==> config.mk <==
export PLATFORM = sky130hd
export DESIGN_NAME = alu_cmd_sequencer
export DESIGN_NICKNAME = d
export VERILOG_FILES = /design/src/rtl/alu_pkg.sv /design/src/rtl/alu_enter_pulse.sv /design/src/rtl/alu_cmd_sequencer.sv
export SDC_FILE = /design/constraint.sdc
export NUM_CORES = 1
export LEC_CHECK = 0
export ABC_AREA = 0
export CORE_MARGIN = 2
export CORE_UTILIZATION = 42
export CTS_CLUSTER_SIZE = 25
export DETAILED_ROUTE_END_ITERATION = 10
export PLACE_DENSITY = 0.73
export SYNTH_ARGS = -nofsm -noshare
export SYNTH_HDL_FRONTEND = slang
export SYNTH_HIERARCHICAL = 1
export SYNTH_SLANG_ARGS = --single-unit
export TNS_END_PERCENT = 1
==> constraint.sdc <==
create_clock -name clk -period 1.8 [get_ports clk]
set_input_delay 0.18 -clock clk [delete_from_list [all_inputs] [get_ports clk]]
set_output_delay 0.18 -clock clk [all_outputs]
set_load 0.05 [all_outputs]
==> src/rtl/alu_pkg.sv <==
// Shared definitions for the switch/enter ALU and its host-side command sequencer.
//   ALU_RES_W       width of the ALU result bus
//   ALU_OP_*        opcode values understood by the ALU
//   seq_state_e     sequencer FSM states
package alu_pkg;

    localparam int unsigned ALU_RES_W = 16;

    localparam logic [7:0] ALU_OP_ADD = 8'h00;
    localparam logic [7:0] ALU_OP_SUB = 8'h01;
    localparam logic [7:0] ALU_OP_MUL = 8'h02;

    typedef enum logic [2:0] {
        StIdle,
        StEntA,
        StGapA,
        StEntB,
        StGapB,
        StEntOp,
        StWait,
        StResp
    } seq_state_e;

endpackage

==> src/rtl/alu_enter_pulse.sv <==
// One switch/enter entry: a single-cycle enter pulse followed by ENTER_GAP enter-low cycles.
//   clk    in   system clock
//   rst    in   asynchronous active-low reset
//   start  in   begin an entry; enter is high in the following cycle
//   enter  out  registered enter pulse
//   done   out  high in the last enter-low cycle, so the next entry can start back-to-back
module alu_enter_pulse #(
    parameter int unsigned ENTER_GAP = 2
) (
    input  logic clk,
    input  logic rst,
    input  logic start,
    output logic enter,
    output logic done
);

    localparam int unsigned GapW = $clog2(ENTER_GAP + 1);

    logic            enter_q;
    logic [GapW-1:0] gap_q;

    always_ff @(posedge clk or negedge rst) begin
        if (!rst) begin
            enter_q <= 1'b0;
            gap_q   <= '0;
        end else begin
            enter_q <= start;
            if (enter_q) begin
                gap_q <= GapW'(ENTER_GAP);
            end else if (gap_q != '0) begin
                gap_q <= gap_q - 1'b1;
            end
        end
    end

    assign enter = enter_q;
    assign done  = (gap_q == GapW'(1));

endmodule

==> src/rtl/alu_cmd_sequencer.sv <==
// Host-side driver for the switch/enter ALU. Takes one (A, B, op) command over valid/ready,
// keys it into the ALU as three timed entries, waits RESULT_LAT cycles, captures the result
// and returns it over a valid/ready response channel.
//   clk, rst                     clock, asynchronous active-low reset
//   cmd_valid/cmd_ready          command handshake; cmd_a, cmd_b, cmd_op command fields
//   alu_switch, alu_enter        drive the ALU switch bus and enter strobe
//   alu_result                   ALU result bus
//   rsp_valid/rsp_ready          response handshake; rsp_result captured result
//   busy                         high in every state except idle
module alu_cmd_sequencer
    import alu_pkg::*;
#(
    parameter int unsigned ENTER_GAP  = 2,
    parameter int unsigned RESULT_LAT = 2
) (
    input  logic                 clk,
    input  logic                 rst,
    input  logic                 cmd_valid,
    output logic                 cmd_ready,
    input  logic [7:0]           cmd_a,
    input  logic [7:0]           cmd_b,
    input  logic [7:0]           cmd_op,
    output logic [7:0]           alu_switch,
    output logic                 alu_enter,
    input  logic [ALU_RES_W-1:0] alu_result,
    output logic                 rsp_valid,
    input  logic                 rsp_ready,
    output logic [ALU_RES_W-1:0] rsp_result,
    output logic                 busy
);

    localparam int unsigned WaitW = $clog2(RESULT_LAT + 1);

    seq_state_e           state_q;
    logic [7:0]           switch_q;
    logic [7:0]           b_q;
    logic [7:0]           op_q;
    logic [WaitW-1:0]     wait_q;
    logic                 rsp_valid_q;
    logic [ALU_RES_W-1:0] rsp_result_q;

    logic pulse_start;
    logic pulse_done;

    // Each entry starts in the cycle before its enter pulse, so the next entry is launched
    // from the last gap cycle of the previous one.
    always_comb begin
        pulse_start = 1'b0;
        unique case (state_q)
            StIdle:  pulse_start = cmd_valid;
            StGapA:  pulse_start = pulse_done;
            StGapB:  pulse_start = pulse_done;
            default: pulse_start = 1'b0;
        endcase
    end

    alu_enter_pulse #(
        .ENTER_GAP(ENTER_GAP)
    ) u_enter_pulse (
        .clk  (clk),
        .rst  (rst),
        .start(pulse_start),
        .enter(alu_enter),
        .done (pulse_done)
    );

    always_ff @(posedge clk or negedge rst) begin
        if (!rst) begin
            state_q      <= StIdle;
            switch_q     <= '0;
            b_q          <= '0;
            op_q         <= '0;
            wait_q       <= '0;
            rsp_valid_q  <= 1'b0;
            rsp_result_q <= '0;
        end else begin
            unique case (state_q)
                StIdle: begin
                    if (cmd_valid) begin
                        // A goes straight onto the switch bus; B and op wait their turn.
                        switch_q <= cmd_a;
                        b_q      <= cmd_b;
                        op_q     <= cmd_op;
                        state_q  <= StEntA;
                    end
                end
                StEntA: state_q <= StGapA;
                StGapA: begin
                    if (pulse_done) begin
                        switch_q <= b_q;
                        state_q  <= StEntB;
                    end
                end
                StEntB: state_q <= StGapB;
                StGapB: begin
                    if (pulse_done) begin
                        switch_q <= op_q;
                        state_q  <= StEntOp;
                    end
                end
                StEntOp: begin
                    wait_q  <= WaitW'(RESULT_LAT);
                    state_q <= StWait;
                end
                StWait: begin
                    if (wait_q == WaitW'(1)) begin
                        rsp_result_q <= alu_result;
                        rsp_valid_q  <= 1'b1;
                        state_q      <= StResp;
                    end else begin
                        wait_q <= wait_q - 1'b1;
                    end
                end
                StResp: begin
                    if (rsp_ready) begin
                        rsp_valid_q <= 1'b0;
                        switch_q    <= '0;
                        state_q     <= StIdle;
                    end
                end
                default: state_q <= StIdle;
            endcase
        end
    end

    // Gated with rst so no command can appear accepted while reset is held.
    assign cmd_ready  = rst && (state_q == StIdle);
    assign busy       = (state_q != StIdle);
    assign alu_switch = switch_q;
    assign rsp_valid  = rsp_valid_q;
    assign rsp_result = rsp_result_q;

endmodule

==> impl_metrics.csv <==
group,metric,value,unit
drt,wl_per_cell,15.02,um
die,rows,26,
drt,postRouteAntennaNets,0,
timing,holdWs,-12.79,ps
clocking,clk_path_buf_depth,2,
layout,fin_util,67.27,%
drt,vias,1789,
power,p_leak,1.502,nW
timing,max_freq,534.2,MHz
worst_setup_path,timing.rr.start,"u_enter_pulse/gap_q[1]",
layout,post_route_cells_drive_above_1_share,33.82,%
layout,layout_commonest_cell,"clkdlybuf4s50_1",
timing,slew_violations,0,
placed_design,gp_congestion,0.7494,
power,finalPower,7.037,mW
placed_design,port_buffers,71,
timing,tns,-526.9,ps
clocking,htreeDepth,2,
drt,viasPerCell,5.186,
drt,drt_iter0_markers,34,
timing,max-slew-margin-rel,59.45,%
layout,stdcell_area,3480,sq um
timing,setup_viol,8,
timing,worst_pin_slew,608.2,ps
worst_setup_path,crit_path_max_fanout,8,
die,die_x,77.76,um
synth,yosysWarnings,6,
die,die_y,77.76,um
clocking,cts-root-buf,"clkbuf_8",
clocking,cts-buffers-inserted,5,
global_routing,grt_max_degree,50,
timing,post-route-min-period,1872,ps
drt,drt_pass1_iterations,4,
die,core,5172,sq um
synth,avgSynthCellArea,12.55,sq um
outcome,violations,"hold timing, setup timing",
layout,area_growth,52.30,%
placed_design,pre_cts_ws,-137.0,ps
worst_setup_path,cp_data_required_time,1990,ps
job,cap_violations,0,
synth,yosysSeqAreaShare,53.67,%
power,power_frac_seq,28.3,%
power,switching_share,41.49,%
worst_setup_path,endpoint_kind,"flip-flop",
worst_setup_path,crit_path_start_kind,"flip-flop",
layout,final.fill_count,423,
synth,synthCells,182,
placed_design,dp_hpwl,3550,um
global_routing,grt-ovfl-total,0,
synth,netlist.area_leader.share,53.67,%
clocking,cts_tree,"built",
die,die_area,6046,sq um
layout,nets,325,
worst_hold_path,hold_class,"input pin to asynchronous set/reset pin",
synth,ys_ff_latch,49,
layout,layout_common_cells,"68 x clkdlybuf4s50_1, 48 x dfrtp_1, 33 x mux2_2, 20 x buf_4, 15 x nand2_1",
outcome,status,"complete, but fails checks",
power,pwr-share-clk,11.4,%
synth,synth_nets,233,
placed_design,placed_area,3209,sq um
synth,synth_cell_types,34,
power,power_density,2022,nW/um^2
clocking,clkTransAtPathRegs,90,ps
synth,synth_largest_area_cell,"dfrtp_1",
worst_setup_path,critPathKind,"flip-flop to flip-flop",
synth,synth_area_leaders,"dfrtp_1 54%, mux2_2 20%, ha_1 3.8%",
global_routing,grt_pass1_vias,1716,
drt,remaining_drc_errors,0,
clocking,cts_sinks,49,
timing,setup_ws,-71.94,ps
die,initial_core_util,44.17,%
power,power_frac_comb,60.3,%
placed_design,placed_cells,333,
power,power.switching,2.919,mW
layout,stdcell_count,345,
global_routing,track_usage,16.82,%
timing,fin_crit_sh,104.0,%
power,p_int,4.118,mW
synth,syn_area,2285,sq um
worst_setup_path,ff2ff_setup_slack,-70,ps
worst_setup_path,critPathArrivalTime,2060,ps
clocking,clk_latency,300,ps
worst_setup_path,crit_start,"u_enter_pulse/gap_q[1]",
global_routing,grt_pass1_wl,7990,um
drt,routed_wl,5181,um
die,num_io_pins,72,
timing,hold_viol,14,
timing,finClkSkew,6.088,ps
timing,rsz0062_at_grt,"true",
global_routing,grt_antenna_before_repair,0,
power,ir_drop,0.9452,mV
layout,n_antenna_cell,0,
cells by family after synthesis:
| kind of cell | Yosys count | synth area share, % |
|---|---|---|
| AO/OA/AOI/OAI | 27 | 10.57 |
| XOR/XNOR | 1 | 0.3834 |
| adder cells (fa/ha/maj) | 7 | 3.833 |
| buffers and inverters | 20 | 4.381 |
| flip-flops | 49 | 53.67 |
| multiplexers | 42 | 20.65 |
| AND/OR/NAND/NOR | 36 | 6.518 |
worst max-delay path, stage by stage, from the launching register on:
cell and delay [ps]:
dfrtp_1 410, inv_2 90, ha_4 150, nand2_2 60
o22a_1 230, a221oi_4 330, buf_12 180, mux2_4 300
power groups by stage:
stage                     clock (mW)  sequential (mW)  combinational (mW)
after floorplan                    0             2.95                1.53
after global placement             0             1.96                3.81
after detailed placement           0             1.99                3.88
after CTS                      0.828             1.98                3.98
after global routing           0.868             2.07                4.50
final                          0.803             1.99                4.24
final timing paths:
check,endpoint,cells past startpoint
setup / recovery,alu_switch[7],7
min in group clk,u_enter_pulse/gap_q[0],1
max in group asynchronous,state_q[1],2
hold / removal,u_enter_pulse/enter,2
setup reg to reg,alu_switch[7],7
hold reg to reg,u_enter_pulse/gap_q[0],1
synth_stat cells (all sizes together):
cell type / number
o41ai: 1
a31oi: 1
a22o: 2
nand2: 16
or2: 1
inv: 11
a31o: 2
xor2: 1
o2bb2ai: 1
o22a: 1
o32a: 1
clkbuf: 2
a221oi: 2
nand2b: 1
nor2b: 1
and2: 1
ha: 7
buf: 7
mux2i: 1
a21oi: 1
mux2: 41
nor3: 1
nor2: 13
nand3: 2
a211o: 1
o21ai: 3
dfrtp: 49
o22ai: 2
a22oi: 1
a221o: 8
layout make-up:
| type | instances | area [sq um] | area share (%) |
|---|---|---|---|
| sequential | 49 | 1227 | 35.28 |
| multi-input combinational | 113 | 1076 | 30.92 |
| timing repair buffer | 94 | 927.1 | 26.65 |
| tap | 70 | 87.58 | 2.517 |
| clock buffer | 6 | 82.58 | 2.373 |
| inverter | 11 | 41.29 | 1.187 |
| clock inverter | 2 | 37.54 | 1.079 |
layer usage:
| metal | GRT usage, % | up-vias | wire [um] |
|---|---|---|---|
| li1 | - | 830 | - |
| met1 | 21.12 | 894 | 2209 |
| met2 | 28.45 | 61 | 2613 |
| met3 | 5.581 | 4 | 327 |
| met4 | 3.214 | 0 | 31 |
| met5 | 0 | - | 0 |
registers in the layout, summed over array words and instances (netlist names):
name / count
rsp_result: 16
alu_switch: 8
wait_q: 2
u_enter_pulse/gap_q: 2
state_q: 3
op_q: 8
rsp_valid: 1
u_enter_pulse/enter: 1
b_q: 8
repair_timing:
item	CTS	global route
gates resized for setup	12	18
buffers inserted	0	4
setup endpoints to repair	27	11
hold buffers	0	0
pin swaps	1	3
Note: power is estimated with default switching activity, not from simulation.
==> variant: new RTL, same flow settings <==
`RESULT_LAT`: 2 -> 1.
--- a/src/rtl/alu_cmd_sequencer.sv
+++ b/src/rtl/alu_cmd_sequencer.sv
@@ -13,3 +13,3 @@
     parameter int unsigned ENTER_GAP  = 2,
-    parameter int unsigned RESULT_LAT = 2
+    parameter int unsigned RESULT_LAT = 1
 ) (
Formal check against the unedited RTL: not equivalent (a bounded check fails within 10 cycles, from zero or initial values and one cycle with rst low).
==> variant against the original RTL <==
  * The run ends with negative hold slack left
  * Setup slack better by 0.12 ns
  * Synthesized cell count is 12% lower
  * Count of clock-buffer cells in the layout stayed put
  * Maximum frequency is 6.5% higher
  * Clock skew is 0.0017 ns higher
  * Critical path depth is 1 lower
  * Wire length is 9.2% lower
  * Critical endpoint is now alu_switch[6]
  * Synthesized area is 5.0% lower
  * Design area is 6.2% lower
  * Sequential cell count is 1 lower
Power is left out: it rests on default switching activity, and per cell area and clock period it moved more than threefold.
==> variant: results (changes against the original RTL) <==
Global route
The via count of the first global-routing pass is 1638 (-4.5%). The number of antenna violations at the first check in global routing is 0 (unchanged). The total global-route track usage is 0.176 (+0.00732). The largest net degree at the start of global routing is 49 (-2.0%). The global-route wire length before repair came to 7440 µm (-6.9%).

Worst setup path
STA classifies the critical path endpoint as a flop. The largest delay contributor family on the critical path is compound AO/OA/AOI/OAI gates. The largest stage delay on the critical path was 0.44 ns (+0.03 ns). The critical path's slowest cell is sky130_fd_sc_hd__dfrtp_2.

The capturing point of the worst reg2reg path is alu_switch[6]. STA classifies the critical path startpoint as a flop. The peak fanout along the critical path was 8 (unchanged). The data arrival time of the critical path is 1.98 ns (-0.08 ns). The startpoint identified for the worst register-to-register timing path is state_q[1]. The depth of the most critical reg-to-reg path is 6 (-1). The setup slack on the worst flop-to-flop path came to 0.04 ns (+0.12 ns).

Drt
The count of vias placed by the detailed router is 1609 (-10%). The routed wire length per instance is 14.5 µm (-3.3%). The starting DRC count in detailed routing is 63 (+85%). The number of iterations in the first detailed-routing pass is 5 (+1).

Clock network
The CTS buffer count is 5 (unchanged). CTS placed an instance of sky130_fd_sc_hd__clkbuf_8 at the clock tree root. After clock tree synthesis, the clock-pin slew on the worst setup and hold paths is roughly 0.080 ns. The maximum clock path buffer count is 2 (unchanged). The maximum level of the CTS H-tree came to 2 (unchanged). The insertion delay to the later sink of the worst-skew pair is 0.30 ns (about the same).

Yosys
The fraction of synthesis flops using an asynchronous set or reset pin is 1.00 (unchanged). By count the netlist is led by 48 x sky130_fd_sc_hd__dfrtp_1, 33 x sky130_fd_sc_hd__mux2_2, 14 x sky130_fd_sc_hd__inv_1. The net count after synthesis is 210 (-9.9%). The count of warnings emitted by yosys came to 6 (unchanged).

By area the synthesized netlist is led by sky130_fd_sc_hd__dfrtp_1 55%, sky130_fd_sc_hd__mux2_2 17%, sky130_fd_sc_hd__mux2i_1 4.1%. The number of distinct standard cells referenced by the synthesized netlist is 31 (-8.8%). The post-synthesis sequential area ratio is 0.553 (+0.0166).

Placement
The count of port buffers added during placement came to 71 (unchanged). The routability congestion estimate from global placement is 0.777 (+3.7%). The post-DP HPWL is 3430 µm (-3.4%). The post-placement worst setup slack is -0.280 ns (-0.143 ns).

Timing
The number of pins exceeding their max-slew limit in the final report was 0 (unchanged). The final worst hold slack is -0.0208 ns (-0.00799 ns). The clock period minus final worst setup slack came to 1.76 ns (-0.115 ns).

The clock skew after layout is 0.00782 ns (+0.00173 ns). The final hold violation count was 48 (+34). The relative slew slack was 0.605 (+0.0103).

Hold path
The worst hold path class is input port to async pin.

Final layout
The number of flip-flops in the largest register is 16 (unchanged). The diode insertion count for antenna repair is 0 (unchanged). The total number of nets in the final design is 304 (-6.5%). The share of post-route cells with drive strength above 1 came to 0.319 (-0.0193).

Outcome
The final reports fail on negative hold slack. The run finished, with violations left.
-- variant: changes by cell type after synthesis, moves of 3 or more --
cell	change
sky130_fd_sc_hd__nand2_1	-13
sky130_fd_sc_hd__mux2i_1	+8
sky130_fd_sc_hd__inv_1	+3
sky130_fd_sc_hd__nor2_1	-7
sky130_fd_sc_hd__a221o_1	-8
sky130_fd_sc_hd__a222oi_1	+8
sky130_fd_sc_hd__mux2_2	-8
-- variant: logic make-up after synthesis --
family          after synthesis  synth area share
xor+xnor                      1           0.00404
flops                        48             0.553
compound gates               23            0.0842
simple gates                 18            0.0519
buf+inv                      21            0.0524
mux                          43             0.220
fa+ha+maj                     6            0.0346
-- variant: what timing repair did --
item                                    4_1_cts  5_1_grt
hold buffers                                  0        0
setup buffers                                 1        6
cloned                                        0        0
pin swaps                                     2        5
gates resized for setup                       7        7
endpoints found under the setup margin        9       23
-- variant: area by class of cell --
cell class | count | area [µm²]
inverter | 14 | 52.6
multi-input combinational | 91 | 921
sequential | 48 | 1200
timing repair buffer | 94 | 910
fill | 385 | 1780
clock inverter | 1 | 8.76
tap | 70 | 87.6
clock buffer | 6 | 82.6
-- variant: stage by stage --
stage           util  cells  setup TNS, ns  cell area, µm²  hold slack [ns]
6_report       0.647    324              0            3260          -0.0208
2_1_floorplan      -    160              0            2180           -0.116
3_5_place_dp   0.606    310          -2.17            3060            0.332
4_1_cts        0.632    318              0            3190          0.00319
3_3_place_gp   0.606    310          -1.61            3060            0.335
5_1_grt        0.647    324         -0.276            3260           0.0258
-- variant: per-layer routing --
layer / up-vias / track usage / share of wire
li1: 754 / - / -
met1: 777 / 0.213 / 0.42
met2: 70 / 0.272 / 0.46
met3: 8 / 0.0847 / 0.10
met4: 0 / 0.0643 / 0.015
met5: - / 0 / 0
